==> src/rtl/pc_sequencer_pkg.sv <==
// Shared definitions for the PC sequencer.
//   seq_state_t       : 2-bit FSM state encoding (BOOT, RUN, DRAIN, FLUSH)
//   RESET_PC_DEFAULT  : default first fetch address after reset
//   PC_INCR           : sequential fetch increment
//   REDIRECT_CNT_W    : width of the saturating redirect counter
//   align_word()      : clears the byte-offset bits of an address
package pc_sequencer_pkg;

    typedef enum logic [1:0] {
        ST_BOOT  = 2'd0,
        ST_RUN   = 2'd1,
        ST_DRAIN = 2'd2,
        ST_FLUSH = 2'd3
    } seq_state_t;

    localparam logic [31:0] RESET_PC_DEFAULT = 32'h0000_0000;
    localparam logic [31:0] PC_INCR          = 32'd4;
    localparam int          REDIRECT_CNT_W   = 16;

    function automatic logic [31:0] align_word(input logic [31:0] addr);
        return {addr[31:2], 2'b00};
    endfunction

endpackage

==> src/rtl/pc_sequencer_if.sv <==
// Bus bundle between the PC sequencer and its environment (hazard unit,
// instruction memory, branch resolution, pipeline flush targets).
//   master : the sequencer (drives Pc, fetch/flush controls, status)
//   slave  : the environment (drives stall, memory ready, branch info)
interface pc_sequencer_if;
    logic        Stall;
    logic        Imem_ready;
    logic        Exmem_branch;
    logic [31:0] Exmem_pc_4;
    logic [31:0] Final_target;
    logic [31:0] Pc;
    logic        Fetch_req;
    logic        Ifid_write;
    logic        Drop_fetch;
    logic        Flush_ifid;
    logic        Flush_idex;
    logic        Flush_exmem;
    logic [15:0] Redirect_cnt;
    logic        Misalign_err;

    modport master (
        input  Stall, Imem_ready, Exmem_branch, Exmem_pc_4, Final_target,
        output Pc, Fetch_req, Ifid_write, Drop_fetch,
               Flush_ifid, Flush_idex, Flush_exmem, Redirect_cnt, Misalign_err
    );

    modport slave (
        output Stall, Imem_ready, Exmem_branch, Exmem_pc_4, Final_target,
        input  Pc, Fetch_req, Ifid_write, Drop_fetch,
               Flush_ifid, Flush_idex, Flush_exmem, Redirect_cnt, Misalign_err
    );
endinterface

==> src/rtl/pc_sequencer_redirect_counter.sv <==
// Saturating up-counter with enable.
//   clk   : clock
//   rst_n : asynchronous active-low reset, clears the count
//   en    : increment request for this cycle
//   count : current value; sticks at all-ones
module redirect_counter #(
    parameter int WIDTH = 16
) (
    input  logic             clk,
    input  logic             rst_n,
    input  logic             en,
    output logic [WIDTH-1:0] count
);
    logic [WIDTH-1:0] count_reg;

    always_ff @(posedge clk or negedge rst_n) begin
        if (!rst_n) begin
            count_reg <= '0;
        end else if (en && (count_reg != {WIDTH{1'b1}})) begin
            count_reg <= count_reg + WIDTH'(1);
        end
    end

    assign count = count_reg;
endmodule

==> src/rtl/pc_sequencer.sv <==
// Fetch PC sequencer: generates the fetch address, handles memory wait
// states and load-use stalls, and redirects fetch on a mispredicted
// branch/jump resolved in EX/MEM.
//   clk, rst_n : clock, asynchronous active-low reset
//   bus        : pc_sequencer_if.master (inputs from hazard unit, imem and
//                branch resolution; outputs Pc, fetch/flush controls,
//                Redirect_cnt, Misalign_err)
module pc_sequencer
    import pc_sequencer_pkg::*;
#(
    parameter logic [31:0] RESET_PC = RESET_PC_DEFAULT
) (
    input  logic           clk,
    input  logic           rst_n,
    pc_sequencer_if.master bus
);
    seq_state_t  state_reg, state_next;
    logic [31:0] pc_reg, pc_next;
    logic [31:0] pend_reg, pend_next;
    logic        mis_reg, mis_next;

    logic        redirect_req;
    logic        redirect_accept;
    logic [31:0] target_aligned;
    logic        fetch_req;
    logic        ifid_write;
    logic        drop_fetch;
    logic        flush_all;

    // A redirect is only a request here; whether it is honoured depends on state.
    assign redirect_req   = bus.Exmem_branch && (bus.Final_target != bus.Exmem_pc_4);
    assign target_aligned = align_word(bus.Final_target);

    always_ff @(posedge clk or negedge rst_n) begin
        if (!rst_n) begin
            state_reg <= ST_BOOT;
            pc_reg    <= RESET_PC;
            pend_reg  <= '0;
            mis_reg   <= 1'b0;
        end else begin
            state_reg <= state_next;
            pc_reg    <= pc_next;
            pend_reg  <= pend_next;
            mis_reg   <= mis_next;
        end
    end

    always_comb begin
        state_next      = state_reg;
        pc_next         = pc_reg;
        pend_next       = pend_reg;
        fetch_req       = 1'b0;
        ifid_write      = 1'b0;
        drop_fetch      = 1'b0;
        flush_all       = 1'b0;
        redirect_accept = 1'b0;

        case (state_reg)
            ST_BOOT: begin
                state_next = ST_RUN;
            end

            ST_RUN: begin
                fetch_req = 1'b1;
                if (redirect_req) begin
                    // Redirect beats stall: the wrong-path fetch is killed.
                    redirect_accept = 1'b1;
                    flush_all       = 1'b1;
                    if (bus.Imem_ready) begin
                        drop_fetch = 1'b1;
                        pc_next    = target_aligned;
                        state_next = ST_FLUSH;
                    end else begin
                        // Memory still owns the old request; wait for it to return.
                        pend_next  = target_aligned;
                        state_next = ST_DRAIN;
                    end
                end else if (bus.Imem_ready && !bus.Stall) begin
                    ifid_write = 1'b1;
                    pc_next    = pc_reg + PC_INCR;
                end
            end

            ST_DRAIN: begin
                fetch_req = 1'b1;
                if (redirect_req) begin
                    redirect_accept = 1'b1;
                    flush_all       = 1'b1;
                    pend_next       = target_aligned;
                end
                if (bus.Imem_ready) begin
                    // The returning instruction belongs to the abandoned path.
                    drop_fetch = 1'b1;
                    pc_next    = redirect_req ? target_aligned : pend_reg;
                    state_next = ST_FLUSH;
                end
            end

            ST_FLUSH: begin
                // One settling cycle: fetch as normal, redirects are ignored.
                fetch_req  = 1'b1;
                state_next = ST_RUN;
                if (bus.Imem_ready && !bus.Stall) begin
                    ifid_write = 1'b1;
                    pc_next    = pc_reg + PC_INCR;
                end
            end

            default: begin
                state_next = ST_BOOT;
            end
        endcase

        mis_next = mis_reg | (redirect_accept && (bus.Final_target[1:0] != 2'b00));
    end

    redirect_counter #(
        .WIDTH (REDIRECT_CNT_W)
    ) u_redirect_counter (
        .clk   (clk),
        .rst_n (rst_n),
        .en    (redirect_accept),
        .count (bus.Redirect_cnt)
    );

    assign bus.Pc           = pc_reg;
    assign bus.Fetch_req    = fetch_req;
    assign bus.Ifid_write   = ifid_write;
    assign bus.Drop_fetch   = drop_fetch;
    assign bus.Flush_ifid   = flush_all;
    assign bus.Flush_idex   = flush_all;
    assign bus.Flush_exmem  = flush_all;
    assign bus.Misalign_err = mis_reg;
endmodule

==> src/flat_wrapper.sv <==
// flat-port wrapper written by rule: the top's interface ports become plain ports
module pc_sequencer_flat import pc_sequencer_pkg::*;
#(
    parameter logic [31:0] RESET_PC = RESET_PC_DEFAULT
)
  (clk, rst_n, bus_Stall, bus_Imem_ready, bus_Exmem_branch, bus_Exmem_pc_4, bus_Final_target, bus_Pc, bus_Fetch_req, bus_Ifid_write, bus_Drop_fetch, bus_Flush_ifid, bus_Flush_idex, bus_Flush_exmem, bus_Redirect_cnt, bus_Misalign_err);
  pc_sequencer_if bus_i ();
  input  logic clk;
  input  logic rst_n;
  input wire logic [$bits(bus_i.Stall)-1:0] bus_Stall;
  input wire logic [$bits(bus_i.Imem_ready)-1:0] bus_Imem_ready;
  input wire logic [$bits(bus_i.Exmem_branch)-1:0] bus_Exmem_branch;
  input wire logic [$bits(bus_i.Exmem_pc_4)-1:0] bus_Exmem_pc_4;
  input wire logic [$bits(bus_i.Final_target)-1:0] bus_Final_target;
  output wire logic [$bits(bus_i.Pc)-1:0] bus_Pc;
  output wire logic [$bits(bus_i.Fetch_req)-1:0] bus_Fetch_req;
  output wire logic [$bits(bus_i.Ifid_write)-1:0] bus_Ifid_write;
  output wire logic [$bits(bus_i.Drop_fetch)-1:0] bus_Drop_fetch;
  output wire logic [$bits(bus_i.Flush_ifid)-1:0] bus_Flush_ifid;
  output wire logic [$bits(bus_i.Flush_idex)-1:0] bus_Flush_idex;
  output wire logic [$bits(bus_i.Flush_exmem)-1:0] bus_Flush_exmem;
  output wire logic [$bits(bus_i.Redirect_cnt)-1:0] bus_Redirect_cnt;
  output wire logic [$bits(bus_i.Misalign_err)-1:0] bus_Misalign_err;
  assign bus_i.Stall = bus_Stall;
  assign bus_i.Imem_ready = bus_Imem_ready;
  assign bus_i.Exmem_branch = bus_Exmem_branch;
  assign bus_i.Exmem_pc_4 = bus_Exmem_pc_4;
  assign bus_i.Final_target = bus_Final_target;
  assign bus_Pc = bus_i.Pc;
  assign bus_Fetch_req = bus_i.Fetch_req;
  assign bus_Ifid_write = bus_i.Ifid_write;
  assign bus_Drop_fetch = bus_i.Drop_fetch;
  assign bus_Flush_ifid = bus_i.Flush_ifid;
  assign bus_Flush_idex = bus_i.Flush_idex;
  assign bus_Flush_exmem = bus_i.Flush_exmem;
  assign bus_Redirect_cnt = bus_i.Redirect_cnt;
  assign bus_Misalign_err = bus_i.Misalign_err;
  pc_sequencer #(.RESET_PC(RESET_PC)) u_core (.clk(clk), .rst_n(rst_n), .bus(bus_i));
endmodule
==> config.mk <==
export PLATFORM = sky130hd
export DESIGN_NAME = pc_sequencer_flat
export DESIGN_NICKNAME = d
export VERILOG_FILES = /design/src/rtl/pc_sequencer_pkg.sv /design/src/rtl/pc_sequencer_if.sv /design/src/rtl/pc_sequencer_redirect_counter.sv /design/src/rtl/pc_sequencer.sv /design/src/flat_wrapper.sv
export SDC_FILE = /design/constraint.sdc
export NUM_CORES = 1
export LEC_CHECK = 0
export ABC_AREA = 0
export CAP_MARGIN = 30
export CORE_ASPECT_RATIO = 0.75
export CORE_UTILIZATION = 35
export DETAILED_ROUTE_END_ITERATION = 6
export GPL_ROUTABILITY_DRIVEN = 0
export HOLD_SLACK_MARGIN = 0.06
export PLACE_DENSITY = 0.58
export SETUP_SLACK_MARGIN = 0.15
export SYNTH_ARGS = -nofsm -noshare
export SYNTH_HDL_FRONTEND = slang
export SYNTH_SLANG_ARGS = --single-unit
==> constraint.sdc <==
create_clock -name clk -period 3.6 [get_ports clk]
set_clock_uncertainty 0.1 [all_clocks]
set_input_delay 0.36 -clock clk [delete_from_list [all_inputs] [get_ports clk]]
set_output_delay 0.36 -clock clk [all_outputs]
set_load 0.05 [all_outputs]
* Word level (Yosys, flattened, before mapping)
Cells that the tools add are included.
** Word-level totals
- Register bits :: 83
- Bits in latches :: 0
- Memory bits (writable) :: 0
- Memory bits (read-only) :: 0
- Bits of input ports :: 69
- Logic and storage cells :: 54
- Memories :: 0
** Operators by class
- Add/subtract/negate cells :: 2
- $mul :: 0
- Divide/modulo/power cells :: 0
- Magnitude comparators :: 0
- Eq/ne operators :: 9
- Shift operators :: 0
- Mux-type cells :: 22
- Bitwise logic cells :: 1
- Reduce and logical (&&, ||, !) cells :: 15
** Operator list (number)
- $mux 32 :: 7
- $pmux 32 s3 :: 1
- $pmux 32 s2 :: 1
- $add 32x3->32 const B :: 1
- $ne 32x32->1 :: 1
- $add 16x1->16 const B :: 1
- $ne 16x16->1 const B :: 1
- $mux 1 :: 8
- $pmux 2 s3 :: 1
- $reduce_and 3->1 :: 2
- $eq 2x2->1 const B :: 2
- $logic_and 1x1->1 :: 4
- $mux 2 :: 2
- $ne 2x2->1 const B :: 2
- $pmux 1 s2 :: 2
- $reduce_bool 2->1 :: 2
- $reduce_or 2->1 :: 2
- $ne 3x3->1 const B :: 1
- $reduce_bool 3->1 :: 1
- $reduce_or 3->1 :: 1
- $eq 2x1->1 const B :: 1
- $logic_not 2->1 :: 1
- $ne 2x1->1 const B :: 1
- $reduce_and 2->1 :: 1
- other kinds (2) :: 2

* Longest topological paths before layout
- Depth after elaboration :: 6
- Mapped depth :: 10

* Hierarchy
A second synthesis with hierarchy kept.
** Second synthesis, totals
- Cell total of the unflattened synthesis :: 526
- Area, all modules :: 5313.8 µm²
** By module, submodules not included
- pc_sequencer :: instances 1, cells an instance 454, area an instance 4454.3 µm²
- redirect_counter :: instances 1, cells an instance 72, area an instance 859.6 µm²

* Worst setup path after synthesis
OpenSTA, ideal clock, no wires.
- Path type :: register to register
- From :: register u_core.pc_reg[2], in the netlist u_core.bus.Pc[2]
- To :: register u_core.pc_reg[18], in the netlist u_core.bus.Pc[18]
- Setup time :: 90 ps
- Data arrival time :: 2550 ps
- Required time :: 3410 ps
- Setup slack :: 860 ps
- Cell stages (with the launch flop) :: 9
- Path buffers :: 0
- Cells stage by stage :: dfrtp_1 -> ha_1 -> nand4b_2 -> nor3_2 -> nand3_1 -> or2_1 -> or3_1 -> or4_1 -> o221ai_1
** On the way
- Longest elaborated chain between the ends :: 4
** Ends and longest elaborated chain
- start, declared :: RTL line pc_sequencer.sv:18 : logic [31:0] pc_reg, pc_next;
- start signal, assigned :: RTL line pc_sequencer.sv:42 : pc_reg <= pc_next;
- $add 32x3->32 * :: RTL line pc_sequencer.sv:80, pc_sequencer.sv:105
- $mux 32 * :: RTL line pc_sequencer.sv:78, pc_sequencer.sv:103
- $mux 32 :: RTL line pc_sequencer.sv:65 : if (redirect_req) begin
- $pmux 32 s3 * :: RTL line pc_sequencer.sv:58 : case (state_reg)
Mark *: on every way between the ends. The rest lies on a longest branch, timed or not.
A chain may end at the register's enable or synchronous reset.

* Worst setup path in the final report
- From :: input port bus_Final_target[0]
- To :: output port bus_Ifid_write
** On the way
- Longest elaborated chain between the ends :: 4
** Ends and longest elaborated chain
- start, declared :: RTL line flat_wrapper.sv:14 : input wire logic [$bits(bus_i.Final_target)-1:0] bus_Final_target;
- $ne 32x32->1 :: RTL line pc_sequencer.sv:31 : assign redirect_req = bus.Exmem_branch && (bus.Final_target != bus.Exmem_pc_4);
- $logic_and 1x1->1 :: RTL line pc_sequencer.sv:31
- $mux 1 :: RTL line pc_sequencer.sv:65
- $pmux 1 s2 :: RTL line pc_sequencer.sv:58
- end, declared :: RTL line flat_wrapper.sv:17 : output wire logic [$bits(bus_i.Ifid_write)-1:0] bus_Ifid_write;
Every way passes these cells.

==> metrics.txt <==
# TYPE chip_impl_metric gauge
chip_impl_info{name="critical_path_start_end_classification",value="in2out"} 1
chip_impl_metric{name="ratio_of_cells_with_drive_above_1_in_the_final_layout",unit=""} 0.0989
chip_impl_metric{name="seq_power_share",unit=""} 0.302
chip_impl_metric{name="setup_slack",unit="ns"} 0.330
chip_impl_info{name="ys.flop_type",value="sky130_fd_sc_hd__dfrtp_1"} 1
chip_impl_metric{name="clock_path_buffers",unit=""} 2
chip_impl_metric{name="vias_per_cell",unit=""} 5.61
chip_impl_metric{name="yosys.area.top_type_share",unit=""} 0.428
chip_impl_info{name="tritoncts",value="yes"} 1
chip_impl_metric{name="fraction_of_the_cycle_the_final_worst_path_needs",unit=""} 0.908
chip_impl_metric{name="ys.warnings.count",unit=""} 0
chip_impl_metric{name="grt-ovfl-total",unit=""} 0
chip_impl_metric{name="drt_iter0_markers",unit=""} 488
chip_impl_metric{name="final.setup.tns",unit="ns"} 0
chip_impl_metric{name="dp_worst_setup_slack",unit="ns"} 0.222
chip_impl_metric{name="intPower",unit="W"} 0.00311
chip_impl_info{name="yosys-top-cells-area",value="sky130_fd_sc_hd__dfrtp_1, sky130_fd_sc_hd__xnor2_1, sky130_fd_sc_hd__mux2_1, sky130_fd_sc_hd__a222oi_1, sky130_fd_sc_hd__nand4_1"} 1
chip_impl_info{name="synthDominantAreaCellType",value="sky130_fd_sc_hd__dfrtp_1"} 1
chip_impl_metric{name="timing.critical_path.required",unit="ns"} 3.14
chip_impl_metric{name="fin_nets",unit=""} 688
chip_impl_metric{name="comb_power_share",unit=""} 0.526
chip_impl_metric{name="fmax",unit="MHz"} 306
chip_impl_metric{name="timing.critical_path.slowest_cell_delay",unit="ns"} 0.44
chip_impl_metric{name="timing_hold_violations_final",unit=""} 0
chip_impl_metric{name="transition_time_at_the_pin_with_the_least_slew_margin",unit="ns"} 0.952
chip_impl_info{name="grt_setup_unrepaired",value="no"} 1
chip_impl_metric{name="port-buffer-count",unit=""} 123
chip_impl_metric{name="syn_inst",unit=""} 487
chip_impl_metric{name="antenna_violations_before_repair",unit=""} 0
chip_impl_metric{name="power.switching",unit="W"} 0.00273
chip_impl_metric{name="signed_area_change_from_the_synthesized_netlist_to_the_final_layout",unit="%"} 37.5
chip_impl_metric{name="die_area",unit="sq mm"} 0.0144
chip_impl_metric{name="maxSlewHeadroom",unit=""} 0.364
chip_impl_metric{name="syn_avg_cell_area",unit="sq um"} 9.98
chip_impl_info{name="slowest_stage",value="sky130_fd_sc_hd__nor4_2"} 1
chip_impl_info{name="endpoint",value="bus_Ifid_write"} 1
chip_impl_metric{name="postSynthRegisterBits",unit=""} 83
chip_impl_info{name="clock-root-buffer",value="sky130_fd_sc_hd__clkbuf_16"} 1
chip_impl_metric{name="die_w",unit="um"} 138
chip_impl_info{name="post-synth-top-count-cell",value="sky130_fd_sc_hd__dfrtp_1"} 1
chip_impl_info{name="timing.rr.start",value="u_core.state_reg[0]$_DFFE_PN0P_"} 1
chip_impl_metric{name="crit_path_max_fanout",unit=""} 12
chip_impl_metric{name="syn_nets",unit=""} 563
chip_impl_metric{name="seqCellArea",unit="sq mm"} 0.00208
chip_impl_metric{name="placementRows",unit=""} 36
chip_impl_metric{name="clock_transition_at_the_register_clock_pins_on_the_worst_setup_and_hold_paths_after_cts",unit="ns"} 0.06
chip_impl_metric{name="arrival_time_of_data_at_the_critical_path_endpoint",unit="ns"} 2.81
chip_impl_metric{name="multi_input_comb_area",unit="sq mm"} 0.00258
chip_impl_metric{name="initial_utilization",unit=""} 0.367
chip_impl_metric{name="drc_violations_left",unit=""} 0
chip_impl_info{name="startpoint_type",value="input port"} 1
chip_impl_metric{name="max-cap-violations",unit=""} 0
chip_impl_metric{name="numCtsBuffers",unit=""} 9
chip_impl_metric{name="power.density_cell_area",unit="mW/mm^2"} 874
chip_impl_metric{name="clock_latency",unit="ns"} 0.34
chip_impl_metric{name="cts_htree_levels",unit=""} 3
chip_impl_info{name="timing.critical_path.cells",value="clkdlybuf4s50_1 -> xnor2_1 -> nand4_1 -> nor4_2 -> a21o_2 -> and2_1 -> o21a_1 -> buf_12"} 1
chip_impl_metric{name="io_pins",unit=""} 124
chip_impl_metric{name="max-vdd-ir-drop",unit="uV"} 550
chip_impl_metric{name="period_minus_slack",unit="ns"} 3.27
chip_impl_info{name="reg2reg_to",value="u_core.bus.Pc[9]$_DFFE_PN0P_"} 1
chip_impl_info{name="holdCritPathClass",value="reg2reg"} 1
chip_impl_metric{name="power.switching_fraction",unit=""} 0.467
chip_impl_metric{name="antennaDiodeCount",unit=""} 0
chip_impl_metric{name="grt_first_pass_wirelength",unit="um"} 25200
chip_impl_metric{name="route.vias.total",unit=""} 4423
chip_impl_metric{name="clock_group_share_of_total_power",unit=""} 0.171
chip_impl_metric{name="postSynth.asyncResetShare",unit=""} 1.00
chip_impl_info{name="timing.critical_path.to_type",value="primary output"} 1
chip_impl_metric{name="n_fill_cell",unit=""} 1219
chip_impl_metric{name="power_leakage",unit="nW"} 2.63
chip_impl_metric{name="first_global_vias",unit=""} 4510
chip_impl_metric{name="setup_slack_of_the_worst_register_to_register_path",unit="ns"} 0.73
chip_impl_metric{name="floorplan.core_area",unit="sq mm"} 0.0132
chip_impl_metric{name="die_h",unit="um"} 104
chip_impl_metric{name="wl_per_cell",unit="um"} 19.7
chip_impl_metric{name="edff_count_synth",unit=""} 0
chip_impl_metric{name="dp.final_hpwl",unit="um"} 11600
chip_impl_metric{name="setup_violations",unit=""} 0
chip_impl_metric{name="synth_seq_area_share",unit=""} 0.428
chip_impl_info{name="run_status",value="complete, no violations"} 1
chip_impl_metric{name="drv_slew",unit=""} 0
chip_impl_metric{name="clock_sink_count",unit=""} 83
chip_impl_metric{name="number_of_buffers_inserted_to_repair_setup_after_cts",unit=""} 0
chip_impl_metric{name="synth.distinct_cells",unit=""} 51
chip_impl_info{name="timing.critical_path.from",value="bus_Final_target[0]"} 1
chip_impl_metric{name="drtAntennaViolNets",unit=""} 0
chip_impl_metric{name="reg2reg_depth",unit=""} 9
chip_impl_metric{name="grt_start_max_net_pins",unit=""} 47
chip_impl_metric{name="detail_route.wirelength",unit="um"} 15500
chip_impl_metric{name="grt_use_total",unit=""} 0.224
chip_impl_metric{name="synth_area",unit="sq mm"} 0.00486
chip_impl_metric{name="first_pass_iters",unit=""} 6
chip_impl_info{name="yosys-top-cells-count",value="sky130_fd_sc_hd__dfrtp_1, sky130_fd_sc_hd__xnor2_1, sky130_fd_sc_hd__nor2_1, sky130_fd_sc_hd__mux2_1, sky130_fd_sc_hd__nand2_1"} 1
final cells by class:
class,count,share of cell area
Clock buffer,10,0.0343
Clock inverter,6,0.0135
Inverter,24,0.0135
Multi-Input combinational cell,353,0.387
Sequential cell,83,0.311
Tap cell,171,0.0320
Timing Repair Buffer,141,0.209
per-layer routing:
metal,routed length (um),share of wire,GRT usage,up-vias
met2,6680,0.43,0.333,194
li1,-,-,-,2057
met5,0,0,0,-
met4,196,0.013,0.0526,0
met3,1300,0.084,0.0608,15
met1,7320,0.47,0.320,2157
how the worst min path moves through the flow:
| stage | start | endpoint | slack [ns] | cells past startpoint |
|---|---|---|---|---|
| 3_5_place_dp | rst_n | u_core.pend_reg[17]$_DFFE_PN0P_ | 0.28 | 1 |
| 6_report | u_core.bus.Misalign_err$_DFF_PN0_ | u_core.bus.Misalign_err$_DFF_PN0_ | 0.38 | 1 |
| 4_1_cts | u_core.bus.Misalign_err$_DFF_PN0_ | u_core.bus.Misalign_err$_DFF_PN0_ | 0.38 | 1 |
| 2_1_floorplan | rst_n | u_core.bus.Misalign_err$_DFF_PN0_ | -0.04 | 0 |
| 5_1_grt | u_core.bus.Misalign_err$_DFF_PN0_ | u_core.bus.Misalign_err$_DFF_PN0_ | 0.40 | 1 |
| 3_3_place_gp | u_core.bus.Misalign_err$_DFF_PN0_ | u_core.bus.Misalign_err$_DFF_PN0_ | 0.35 | 1 |
metrics by stage:
stage	util	cells	area, sq um	hold WS (ns)	total power (W)
after floorplan	-	487	4860	-0.0356	0.00375
after global placement	0.478	770	6320	0.353	0.00477
after detailed placement	0.480	771	6350	0.278	0.00484
after CTS	0.504	788	6680	0.379	0.00585
after global routing	0.505	788	6680	0.400	0.00617
final	0.505	788	6680	0.375	0.00584
power by group through the flow:
stage	sequential (W)	clock (W)	combinational, W
floorplan	0.00238	0	0.00136
global placement	0.00175	0	0.00302
detailed placement	0.00177	0	0.00307
CTS	0.00175	0.00102	0.00308
global route	0.00183	0.00106	0.00329
finish	0.00176	0.00100	0.00307
kinds of logic after synthesis:
group / after synthesis / share of synthesized area
simple gates: 151 / 0.172
compound gates: 100 / 0.148
flops: 83 / 0.428
xor+xnor: 53 / 0.0955
buf+inv: 51 / 0.0435
mux: 42 / 0.0963
fa+ha+maj: 7 / 0.0180
cells in the final DEF, fill, tap and decap left out, types with 3 or more instances in the layout:
cell and instances:
sky130_fd_sc_hd__inv_1 24, sky130_fd_sc_hd__nor4_1 7, sky130_fd_sc_hd__mux2_1 29, sky130_fd_sc_hd__dfrtp_1 83, sky130_fd_sc_hd__xnor2_1 48, sky130_fd_sc_hd__nand4_1 20
sky130_fd_sc_hd__clkbuf_16 9, sky130_fd_sc_hd__o2bb2ai_1 4, sky130_fd_sc_hd__nand3_1 18, sky130_fd_sc_hd__mux2i_1 4, sky130_fd_sc_hd__mux2_2 9, sky130_fd_sc_hd__or3_1 3
sky130_fd_sc_hd__a21oi_1 16, sky130_fd_sc_hd__o21ai_1 11, sky130_fd_sc_hd__a221oi_1 8, sky130_fd_sc_hd__clkdlybuf4s50_1 117, sky130_fd_sc_hd__o21bai_1 4, sky130_fd_sc_hd__nor2_1 30
sky130_fd_sc_hd__o21ai_0 9, sky130_fd_sc_hd__and4_1 3, sky130_fd_sc_hd__and2_1 5, sky130_fd_sc_hd__nor4_2 3, sky130_fd_sc_hd__o22ai_1 14, sky130_fd_sc_hd__xor2_1 5
sky130_fd_sc_hd__ha_1 7, sky130_fd_sc_hd__nand2b_1 3, sky130_fd_sc_hd__a222oi_1 20, sky130_fd_sc_hd__nand2_1 26, sky130_fd_sc_hd__and3_1 6, sky130_fd_sc_hd__buf_4 20
sky130_fd_sc_hd__nor3_1 13
worst max-delay path, delay by kind of cell:
family / cells / cell delay (ns)
AO/OA/AOI/OAI: 2 / 0.55
XOR/XNOR: 1 / 0.34
buffers and inverters: 2 / 0.58
AND/OR/NAND/NOR: 3 / 0.96
what timing repair did:
item,CTS,global route
gates resized for setup,0,1
hold buffers,1,0
hold endpoints to repair,37,0
endpoints found under the setup margin,0,2
No activity file was read; power rests on OpenSTA's default activity.
